### config.mk
export PLATFORM = sky130hd
export DESIGN_NAME = l1_cache_flat
export DESIGN_NICKNAME = d
export VERILOG_FILES = /design/src/rtl/l1_cache_pkg.sv /design/src/rtl/l1_cache_if.sv /design/src/rtl/l1_cache_control.sv /design/src/rtl/l1_cache.sv /design/src/flat_wrapper.sv
export SDC_FILE = /design/constraint.sdc
export NUM_CORES = 1
export LEC_CHECK = 0
export BUFFER_PORTS_ARGS = -buffer_cell sky130_fd_sc_hd__buf_4
export CAP_MARGIN = 40
export CELL_PAD_IN_SITES_DETAIL_PLACEMENT = 1
export CELL_PAD_IN_SITES_GLOBAL_PLACEMENT = 2
export CORE_UTILIZATION = 46
export CTS_BUF_LIST = sky130_fd_sc_hd__clkbuf_4
export DETAILED_ROUTE_END_ITERATION = 8
export HOLD_SLACK_MARGIN = 0.02
export PLACE_DENSITY_LB_ADDON = 0.08
export SLEW_MARGIN = 20
export SYNTH_ARGS = -nofsm -noshare
export SYNTH_HDL_FRONTEND = slang
export SYNTH_SLANG_ARGS = --single-unit
export TNS_END_PERCENT = 30
### constraint.sdc
create_clock -name clk -period 12.1 [get_ports clk]
set_input_delay 1.815 -clock clk [delete_from_list [all_inputs] [get_ports clk]]
set_output_delay 1.815 -clock clk [all_outputs]
set_load 0.03 [all_outputs]
### src/rtl/l1_cache_pkg.sv
// Shared LC-3b cache types: address fields, line/word widths and controller states.
// Address helpers keep the tag/index/offset split in one place.
package l1_cache_pkg;

   typedef logic [15:0]  lc3b_word;
   typedef logic [127:0] lc3b_line;
   typedef logic [8:0]   lc3b_tag;
   typedef logic [2:0]   lc3b_c_index;
   typedef logic [2:0]   lc3b_c_offset;
   typedef logic [1:0]   lc3b_mem_wmask;
   typedef logic [6:0]   lc3b_line_addr;

   typedef enum logic [1:0] {
      cs_idle,
      cs_writeback,
      cs_allocate
   } lc3b_cache_state;

   localparam int NUM_SETS = 8;

   function automatic lc3b_tag addr_tag(input lc3b_word a);
      return a[15:7];
   endfunction

   function automatic lc3b_c_index addr_index(input lc3b_word a);
      return a[6:4];
   endfunction

   function automatic lc3b_c_offset addr_offset(input lc3b_word a);
      return a[3:1];
   endfunction

   function automatic lc3b_word line_base(input lc3b_tag t, input lc3b_c_index i);
      return {t, i, 4'b0000};
   endfunction

endpackage

### src/rtl/l1_cache_if.sv
// CPU word port and physical-memory line port of the L1 cache.
// Requests are level-held by the master until the slave's resp pulse.
interface l1_cpu_if;
   import l1_cache_pkg::*;

   lc3b_word      mem_address;
   logic          mem_read;
   logic          mem_write;
   lc3b_mem_wmask mem_wmask;
   lc3b_word      mem_wdata;
   lc3b_word      mem_rdata;
   logic          mem_resp;

   modport master (
      output mem_address, mem_read, mem_write, mem_wmask, mem_wdata,
      input  mem_rdata, mem_resp
   );

   modport slave (
      input  mem_address, mem_read, mem_write, mem_wmask, mem_wdata,
      output mem_rdata, mem_resp
   );
endinterface

interface l1_pmem_if;
   import l1_cache_pkg::*;

   lc3b_word pmem_address;
   logic     pmem_read;
   logic     pmem_write;
   lc3b_line pmem_wdata;
   lc3b_line pmem_rdata;
   logic     pmem_resp;

   modport master (
      output pmem_address, pmem_read, pmem_write, pmem_wdata,
      input  pmem_rdata, pmem_resp
   );

   modport slave (
      input  pmem_address, pmem_read, pmem_write, pmem_wdata,
      output pmem_rdata, pmem_resp
   );
endinterface

### src/rtl/l1_cache_control.sv
// Cache controller FSM: hit service in IDLE, victim writeback, then line allocate.
// Hits respond in the request cycle; misses hold pmem strobes until pmem_resp.
module cache_control
   import l1_cache_pkg::*;
(
   input  logic clk,
   input  logic reset_n,
   input  logic hit,
   input  logic dirty,
   input  logic mem_read,
   input  logic mem_write,
   input  logic pmem_resp,
   output logic mem_resp,
   output logic pmem_read,
   output logic pmem_write,
   output logic load_line,
   output logic load_word,
   output logic addr_sel
);

   lc3b_cache_state state, next_state;
   logic            req;

   assign req = mem_read | mem_write;

   always_ff @(posedge clk) begin
      if (!reset_n)
         state <= cs_idle;
      else
         state <= next_state;
   end

   always_comb begin
      next_state = state;
      mem_resp   = 1'b0;
      pmem_read  = 1'b0;
      pmem_write = 1'b0;
      load_line  = 1'b0;
      load_word  = 1'b0;
      addr_sel   = 1'b0;

      unique case (state)
         cs_idle: begin
            if (req) begin
               if (hit) begin
                  mem_resp  = 1'b1;
                  load_word = mem_write;
               end else if (dirty) begin
                  next_state = cs_writeback;
               end else begin
                  next_state = cs_allocate;
               end
            end
         end
         cs_writeback: begin
            pmem_write = 1'b1;
            addr_sel   = 1'b1;
            if (pmem_resp)
               next_state = cs_allocate;
         end
         cs_allocate: begin
            pmem_read = 1'b1;
            if (pmem_resp) begin
               load_line  = 1'b1;
               next_state = cs_idle;
            end
         end
         default: next_state = cs_idle;
      endcase

      // Reset wins over any in-flight completion: no array write, no resp.
      if (!reset_n) begin
         next_state = cs_idle;
         mem_resp   = 1'b0;
         pmem_read  = 1'b0;
         pmem_write = 1'b0;
         load_line  = 1'b0;
         load_word  = 1'b0;
         addr_sel   = 1'b0;
      end
   end

endmodule

### src/rtl/l1_cache.sv
// Direct-mapped write-back/write-allocate L1: 8 x 128-bit lines, 16-bit CPU words.
// Hit latency 0; clean miss = fill + 1; dirty miss = writeback + fill + 1.
module l1_cache
   import l1_cache_pkg::*;
(
   input  logic      clk,
   input  logic      reset_n,
   l1_cpu_if.slave   cpu,
   l1_pmem_if.master pmem
);

   logic [NUM_SETS-1:0] valid;
   logic [NUM_SETS-1:0] dirty;
   lc3b_tag             tag_arr  [NUM_SETS];
   lc3b_line            data_arr [NUM_SETS];

   lc3b_tag      tag;
   lc3b_c_index  idx;
   lc3b_c_offset off;
   lc3b_line     cur_line;
   lc3b_line     merged;
   lc3b_word     cur_word;
   logic         hit;
   logic         victim_dirty;

   logic mem_resp, pmem_read, pmem_write, load_line, load_word, addr_sel;
   logic unused_addr_lsb;

   assign tag             = addr_tag(cpu.mem_address);
   assign idx             = addr_index(cpu.mem_address);
   assign off             = addr_offset(cpu.mem_address);
   assign unused_addr_lsb = cpu.mem_address[0];

   assign cur_line     = data_arr[idx];
   assign cur_word     = cur_line[{off, 4'b0000} +: 16];
   assign hit          = valid[idx] && (tag_arr[idx] == tag);
   assign victim_dirty = valid[idx] && dirty[idx];

   always_comb begin
      merged = cur_line;
      if (cpu.mem_wmask[0])
         merged[{off, 4'b0000} +: 8] = cpu.mem_wdata[7:0];
      if (cpu.mem_wmask[1])
         merged[{off, 4'b1000} +: 8] = cpu.mem_wdata[15:8];
   end

   cache_control u_ctrl (
      .clk        (clk),
      .reset_n    (reset_n),
      .hit        (hit),
      .dirty      (victim_dirty),
      .mem_read   (cpu.mem_read),
      .mem_write  (cpu.mem_write),
      .pmem_resp  (pmem.pmem_resp),
      .mem_resp   (mem_resp),
      .pmem_read  (pmem_read),
      .pmem_write (pmem_write),
      .load_line  (load_line),
      .load_word  (load_word),
      .addr_sel   (addr_sel)
   );

   always_ff @(posedge clk) begin
      if (!reset_n) begin
         valid <= '0;
         dirty <= '0;
      end else if (load_line) begin
         valid[idx] <= 1'b1;
         dirty[idx] <= 1'b0;
      end else if (load_word && (cpu.mem_wmask != 2'b00)) begin
         dirty[idx] <= 1'b1;
      end
   end

   // Tag and data storage carry no reset; valid gates every use.
   always_ff @(posedge clk) begin
      if (load_line) begin
         data_arr[idx] <= pmem.pmem_rdata;
         tag_arr[idx]  <= tag;
      end else if (load_word) begin
         data_arr[idx] <= merged;
      end
   end

   assign cpu.mem_resp   = mem_resp;
   assign cpu.mem_rdata  = mem_resp ? cur_word : '0;

   assign pmem.pmem_read    = pmem_read;
   assign pmem.pmem_write   = pmem_write;
   assign pmem.pmem_wdata   = pmem_write ? cur_line : '0;
   assign pmem.pmem_address = !(pmem_read || pmem_write) ? '0 :
                              addr_sel ? line_base(tag_arr[idx], idx) : line_base(tag, idx);

endmodule

### src/flat_wrapper.sv
// flat-port wrapper written by rule: the top's interface ports become plain ports
module l1_cache_flat import l1_cache_pkg::*;
  (clk, reset_n, cpu_mem_address, cpu_mem_read, cpu_mem_write, cpu_mem_wmask, cpu_mem_wdata, cpu_mem_rdata, cpu_mem_resp, pmem_pmem_address, pmem_pmem_read, pmem_pmem_write, pmem_pmem_wdata, pmem_pmem_rdata, pmem_pmem_resp);
  l1_cpu_if cpu_i ();
  l1_pmem_if pmem_i ();
  input  logic clk;
  input  logic reset_n;
  input wire logic [$bits(cpu_i.mem_address)-1:0] cpu_mem_address;
  input wire logic [$bits(cpu_i.mem_read)-1:0] cpu_mem_read;
  input wire logic [$bits(cpu_i.mem_write)-1:0] cpu_mem_write;
  input wire logic [$bits(cpu_i.mem_wmask)-1:0] cpu_mem_wmask;
  input wire logic [$bits(cpu_i.mem_wdata)-1:0] cpu_mem_wdata;
  output wire logic [$bits(cpu_i.mem_rdata)-1:0] cpu_mem_rdata;
  output wire logic [$bits(cpu_i.mem_resp)-1:0] cpu_mem_resp;
  output wire logic [$bits(pmem_i.pmem_address)-1:0] pmem_pmem_address;
  output wire logic [$bits(pmem_i.pmem_read)-1:0] pmem_pmem_read;
  output wire logic [$bits(pmem_i.pmem_write)-1:0] pmem_pmem_write;
  output wire logic [$bits(pmem_i.pmem_wdata)-1:0] pmem_pmem_wdata;
  input wire logic [$bits(pmem_i.pmem_rdata)-1:0] pmem_pmem_rdata;
  input wire logic [$bits(pmem_i.pmem_resp)-1:0] pmem_pmem_resp;
  assign cpu_i.mem_address = cpu_mem_address;
  assign cpu_i.mem_read = cpu_mem_read;
  assign cpu_i.mem_write = cpu_mem_write;
  assign cpu_i.mem_wmask = cpu_mem_wmask;
  assign cpu_i.mem_wdata = cpu_mem_wdata;
  assign cpu_mem_rdata = cpu_i.mem_rdata;
  assign cpu_mem_resp = cpu_i.mem_resp;
  assign pmem_pmem_address = pmem_i.pmem_address;
  assign pmem_pmem_read = pmem_i.pmem_read;
  assign pmem_pmem_write = pmem_i.pmem_write;
  assign pmem_pmem_wdata = pmem_i.pmem_wdata;
  assign pmem_i.pmem_rdata = pmem_pmem_rdata;
  assign pmem_i.pmem_resp = pmem_pmem_resp;
  l1_cache u_core (.clk(clk), .reset_n(reset_n), .cpu(cpu_i), .pmem(pmem_i));
endmodule
======== Yosys cells after proc, flatten, opt, wreduce, memory -nomap -nowiden ========
Memories as Yosys holds them, arrays and structs flattened.
Cells that the tools add are included.
word-level totals
  bits in registers ....................... 18
  RAM bits ................................ 1096
  logic and storage cells ................. 79
  memories ................................ 2
cells by class
  add/sub/neg operators ................... 2
  order comparisons ....................... 2
  eq/ne operators ......................... 7
  shift operators ......................... 5
  mux-type cells .......................... 43
  bitwise logic cells ..................... 6
  reduce and logical (&&, ||, !) cells .... 9
memories
  name             words  width  rd ports  clocked after memory_dff  write ports  RTL line        source
  u_core.data_arr  8      128    1         0                         1            l1_cache.sv:15  lc3b_line data_arr [NUM_SETS];
  u_core.tag_arr   8      9      1         0                         1            l1_cache.sv:14  lc3b_tag tag_arr [NUM_SETS];
operators by type and width
  kind                                                               count
  2-to-1 mux 128 bit                                                 4
  bitwise mux 128 bit                                                2
  variable shift 8 x 9 -> 128 bit, first input constant              2
  indexed part select 8 x 9 -> 128 bit                               2
  indexed part select 128 x 8 -> 16 bit                              1
  2-to-1 mux 16 bit                                                  3
  2-to-1 mux 1 bit                                                   23
  negator 7 -> 9 bit                                                 2
  2-to-1 mux 8 bit                                                   2
  bitwise OR 8 bit                                                   2
  2-to-1 mux 2 bit                                                   5
  == test 9 bit                                                      1
  AND 8 bit                                                          1
  != test 2 bit, second input constant                               4
  NOT 8 bit                                                          1
  binary-select mux 1 bit (select 3 bit)                             2
  one-hot mux 2 bit (3 select lines)                                 1
  logical AND 1 bit                                                  4
  < comparator 3 x 4 -> 1 bit, second input constant                 1
  AND reduction 4 bit                                                1
  nonzero test 2 bit                                                 2
  demux 1 bit (select 3 bit)                                         1
  greater-or-equal comparator 3 x 1 -> 1 bit, second input constant  1
  == test 2 x 1 -> 1 bit, second input constant                      1
  4 further kinds                                                    5

======== Logic depth before layout (Yosys ltp) ========
  word-level depth ........................ 11
  mapped depth ............................ 13
  gate-level depth less buffers ........... 9

======== Modules after synthesis ========
Synthesis repeated with hierarchy kept, for this count alone.
second synthesis, totals
  cells, all modules ...................... 3080
  area total of the unflattened synthesis .. 47350.4 um^2
by module, submodules not included
  module         times used  cells an instance  area an instance (um^2)
  l1_cache       1           3062               47200.3
  cache_control  1           18                 150.1

======== Worst setup path before layout ========
OpenSTA, ideal clock, no wires.
  kind .................................... input -> register
  start ................................... in cpu_mem_address[4]
  end ..................................... mem u_core.data_arr[0][0] (netlist name) (enable)
  setup time .............................. 0.658 ns
  data arrival time ....................... 10.008 ns
  slack ................................... 1.434 ns
  stages on the path ...................... 8
  cell sequence ........................... buf_6 > mux2_1 > mux4_2 > or3_1 > a2111oi_2 > nand3_1 > clkbuf_1 > a21oi_1
on the way
  word-level cells in the longest chain between the ends .. 11
  elaborated cells between the ends (all ways) .. 13
  those cells by class .................... eq/ne: 1; mux: 9; bitwise: 1; reduce/logical: 1; memory: 1
RTL lines
  what                                                                          RTL line                source
  start: declaration                                                            flat_wrapper.sv:8       input wire logic [$bits(cpu_i.mem_address)-1:0] cpu_mem_address;
  memory (8 x 9 bit) or binary-select mux 1 bit (select 3 bit) (tied branches)  --
  == test 9 bit or 2-to-1 mux 1 bit (tied branches)                             l1_cache.sv:36          assign hit = valid[idx] && (tag_arr[idx] == tag);
  logical AND 1 bit                                                             l1_cache.sv:36
  2-to-1 mux 1 bit                                                              l1_cache_control.sv:45  if (hit) begin
  2-to-1 mux 1 bit                                                              l1_cache_control.sv:44  if (req) begin
  2-to-1 mux 1 bit                                                              l1_cache_control.sv:42  unique case (state)
  2-to-1 mux 1 bit                                                              l1_cache_control.sv:72  if (!reset_n) begin
  2-to-1 mux 1 bit                                                              l1_cache.sv:80          end else if (load_word) begin
  2-to-1 mux 1 bit                                                              l1_cache.sv:77          if (load_line) begin
  2-to-1 mux 1 bit (implied by the code)                                        l1_cache.sv:81          data_arr[idx] <= merged;
  bitwise OR 1 bit (no line)                                                    --
  end: declaration                                                              l1_cache.sv:15
Several ways; a longest one is shown, not always the timed one. The select of a mux whose other input is x is not followed.

======== Final worst setup path ========
  start ................................... in cpu_mem_address[6]
  end ..................................... out cpu_mem_rdata[15]
on the way
  word-level cells in the longest chain between the ends .. 8
  elaborated cells between the ends (all ways) .. 12
  those cells by class .................... eq/ne: 1; shift: 1; mux: 7; reduce/logical: 1; memory: 2
RTL lines
  what                                                          RTL line            source
  branches (longest 7 deep; another with memory (8 x 128 bit))  --
  2-to-1 mux 16 bit (*)                                         l1_cache.sv:86      assign cpu.mem_rdata = mem_resp ? cur_word : '0;
  end: declaration                                              flat_wrapper.sv:13  output wire logic [$bits(cpu_i.mem_rdata)-1:0] cpu_mem_rdata;
Every way passes the cells marked *. The select of a mux whose other input is x is not followed.

==> impl_metrics.tcl <==
set metrics [dict create \
    grt_pass1_vias 33200 \
    cts_tree "yes" \
    synthTopCellsByArea "edfxtp_1 70%, a22oi_1 3.3%, mux2_4 3.2%" \
    synth_top_area_share_pct 69.8 \
    avgRoutedWirePerCell_um 35.1 \
    path_cells "clkbuf_8, buf_12, and3b_4, buf_4, a2111oi_0, and3_1, a2bb2oi_1, a31oi_1, a211oi_1, buf_4" \
    startpoint_type "input pin" \
    initial_utilization_pct 46.4 \
    cts_buffer_depth 4 \
    row_count 117 \
    hold_viol_final 0 \
    yosysSeqAreaShare_pct 70.5 \
    wl_met1_mm 70.0 \
    synth_cell_types 79 \
    critPathTopFamily "buffers and inverters" \
    grt_setup_unrepaired "false" \
    core_um2 102000 \
    slowest_stage "a211oi_1" \
    critPathMaxStageDelay_ps 850 \
    drc 0 \
    met3_wirelength_mm 18.0 \
    pre_cts_slack_ps 3800 \
    grt_pass1_wl_mm 246 \
    htree_levels 5 \
    tns_ps 0 \
    async_reset_ff_share_pct 0 \
    die_h_um 322 \
    worstHoldPathType "flop to flop" \
    yosys_warnings 0 \
    hold_ws_ps 466 \
    grt.total_usage_pct 34.0 \
    irDropWorstVdd_mv 0.0863 \
    critical_path_buf_inv_count 4 \
    ant_nets 0 \
    min_period_ps 8330 \
    gp_congestion 0.850 \
    cts_root_buf "clkbuf_4" \
    worst-endpoint-required_ps 10280 \
    p_per_area_nw_per_um2 150 \
    timing.final.crit_share_pct 68.9 \
    synth_top_flop_cell "edfxtp_1" \
    io_pins 330 \
    avgSynthCellArea_um2 15.9 \
    drive_gt1_share_pct 32.7 \
    clk_pin_slew_ps 70 \
    dp_hpwl_mm 106 \
    synthCells 2974 \
    wl_met2_mm 81.8 \
    finalNetCount 3669 \
    drv_slew 0 \
    grt_overflow 0 \
    cap_violations 0 \
    die-area_um2 104000 \
    syn_area_um2 47200 \
    drt-pass1-iter-count 5 \
    wirelength_mm 177 \
    cpMostUsedCell "buf_4" \
    numCtsBuffers 309 \
    cts_resized 0 \
    ys_ff_latch 1114 \
    fin_ws_ps 3770 \
    arrival_ps 6520 \
    cts_setup_buffers 0 \
    critPathKind "input pin to output port" \
    netlist.top_cell.by_area "edfxtp_1" \
    vias 32400 \
    routed.top_layer "met5" \
    slew_headroom_pct 23.0 \
    vias_per_cell 6.42 \
    cts.sinks 1114 \
    worst_pin_slew_ps 1150 \
    antenna_found_initial 8 \
    area_growth_pct 17.2 \
    clk_latency_ps 1190 \
    status "finished clean" \
    max_freq_mhz 120 \
    numPortBuffers 324 \
    total_power_mw 8.28 \
    clock_skew_ps 66.8 \
    die_w_um 322 \
    crit_path_max_fanout 112 \
    postCtsHoldBufs 0 \
    drt_first_iter_violations 3691 \
    grt_max_degree 129 \
    setup.worst_path.end_class "output port" \
    synth_edf_count 1096 \
    leakagePower_nw 19.0 \
    setup_viol 0 \
]
final timing paths:
check,start,to,slack [ps],cells past startpoint
hold / removal,u_core.valid[7],u_core.valid[7],470,1
setup reg to reg,u_core.tag_arr[0][8],u_core.data_arr[1][53],7670,9
setup / recovery,cpu_mem_address[6],cpu_mem_rdata[15],3770,10
hold reg to reg,u_core.valid[7],u_core.valid[7],470,1
per-layer routing:
| layer | GRT usage (%) | vias up |
|---|---|---|
| li1 | - | 13200 |
| met1 | 45.6 | 16900 |
| met2 | 52.5 | 1950 |
| met3 | 8.25 | 330 |
| met4 | 15.4 | 4 |
| met5 | 0 | - |
synth_stat cells (all sizes together) (7+ instances only):
library cell and instances:
edfxtp 1096, mux2 224, a22oi 207, nor2 161, a21oi 146, buf 126
nand2 118, clkbuf 115, a221oi 102, o21ai 86, and2 49, mux2i 45
a221o 41, mux4 41, a22o 40, nand3 34, nand4 24, o211ai 22
and4 20, inv 20, and3 18, dfxtp 18, nor3 18, a222oi 16
o21a 14, nor2b 12, a211oi 11, o2bb2ai 10, a31oi 9, and4b 8
nand4b 8, a211o 7, nor3b 7
worst reg2reg max path: cells and delay by family (launching register included):
| family | cells | cell delay [ps] |
|---|---|---|
| simple gates | 2 | 540 |
| buf+inv | 3 | 1680 |
| compound gates | 2 | 620 |
| mux | 2 | 790 |
| flops | 1 | 370 |
area by class of cell:
class                      instances  area (um2)
clock inverter                    57         375
inverter                          23        86.3
fill                            9759       46500
tap                             1368        1710
multi-input combinational       1599       12800
antenna                            3        7.51
sequential                      1114       33300
clock buffer                     441        3310
timing repair buffer             449        3690
where the power goes:
part | switching (mW) | internal (mW)
clock | 1.54 | 1.78
combinational | 0.470 | 0.222
sequential | 0.00584 | 4.26
total | 2.02 | 6.26
cells in the final DEF (no fill, tap or decap), types with 41 or more instances in the layout:
cell,count
buf_4,417
mux2_2,109
o21ai_0,85
nand2_1,117
a221o_1,41
mux4_2,41
clkbuf_4,441
clkinv_1,45
a22oi_1,207
a21oi_1,138
and2_1,47
nor2_1,156
a221oi_1,102
mux2_4,100
edfxtp_1,1096
mux2i_1,45
through the flow:
step           instance area (um2)  util, %  instances
6_report                     55300     54.3       5054
5_1_grt                      55300     54.3       5053
4_1_cts                      55200     54.3       5049
3_5_place_dp                 51600     50.7       4551
3_3_place_gp                 51200     50.3       4531
2_1_floorplan                47200        -       2977
flip-flops by register name (all words and copies together), names as in the netlist, named ones only:
signal	flops
u_core.data_arr	1024
u_core.tag_arr	72
u_core.valid	8
u_core.u_ctrl.state	2
kinds of logic (layout without fill, tap and decap cells):
logic type	count (synthesis)	count (layout)	synth area share, %
flops	1114	1114	70.5
buf+inv	264	970	2.79
simple gates	513	513	5.58
compound gates	760	760	11.8
xor+xnor	6	6	0.111
mux	310	310	9.06
other cells	1	7	0.00795
fa+ha+maj	6	6	0.159
(Power assumes the default switching activity.)
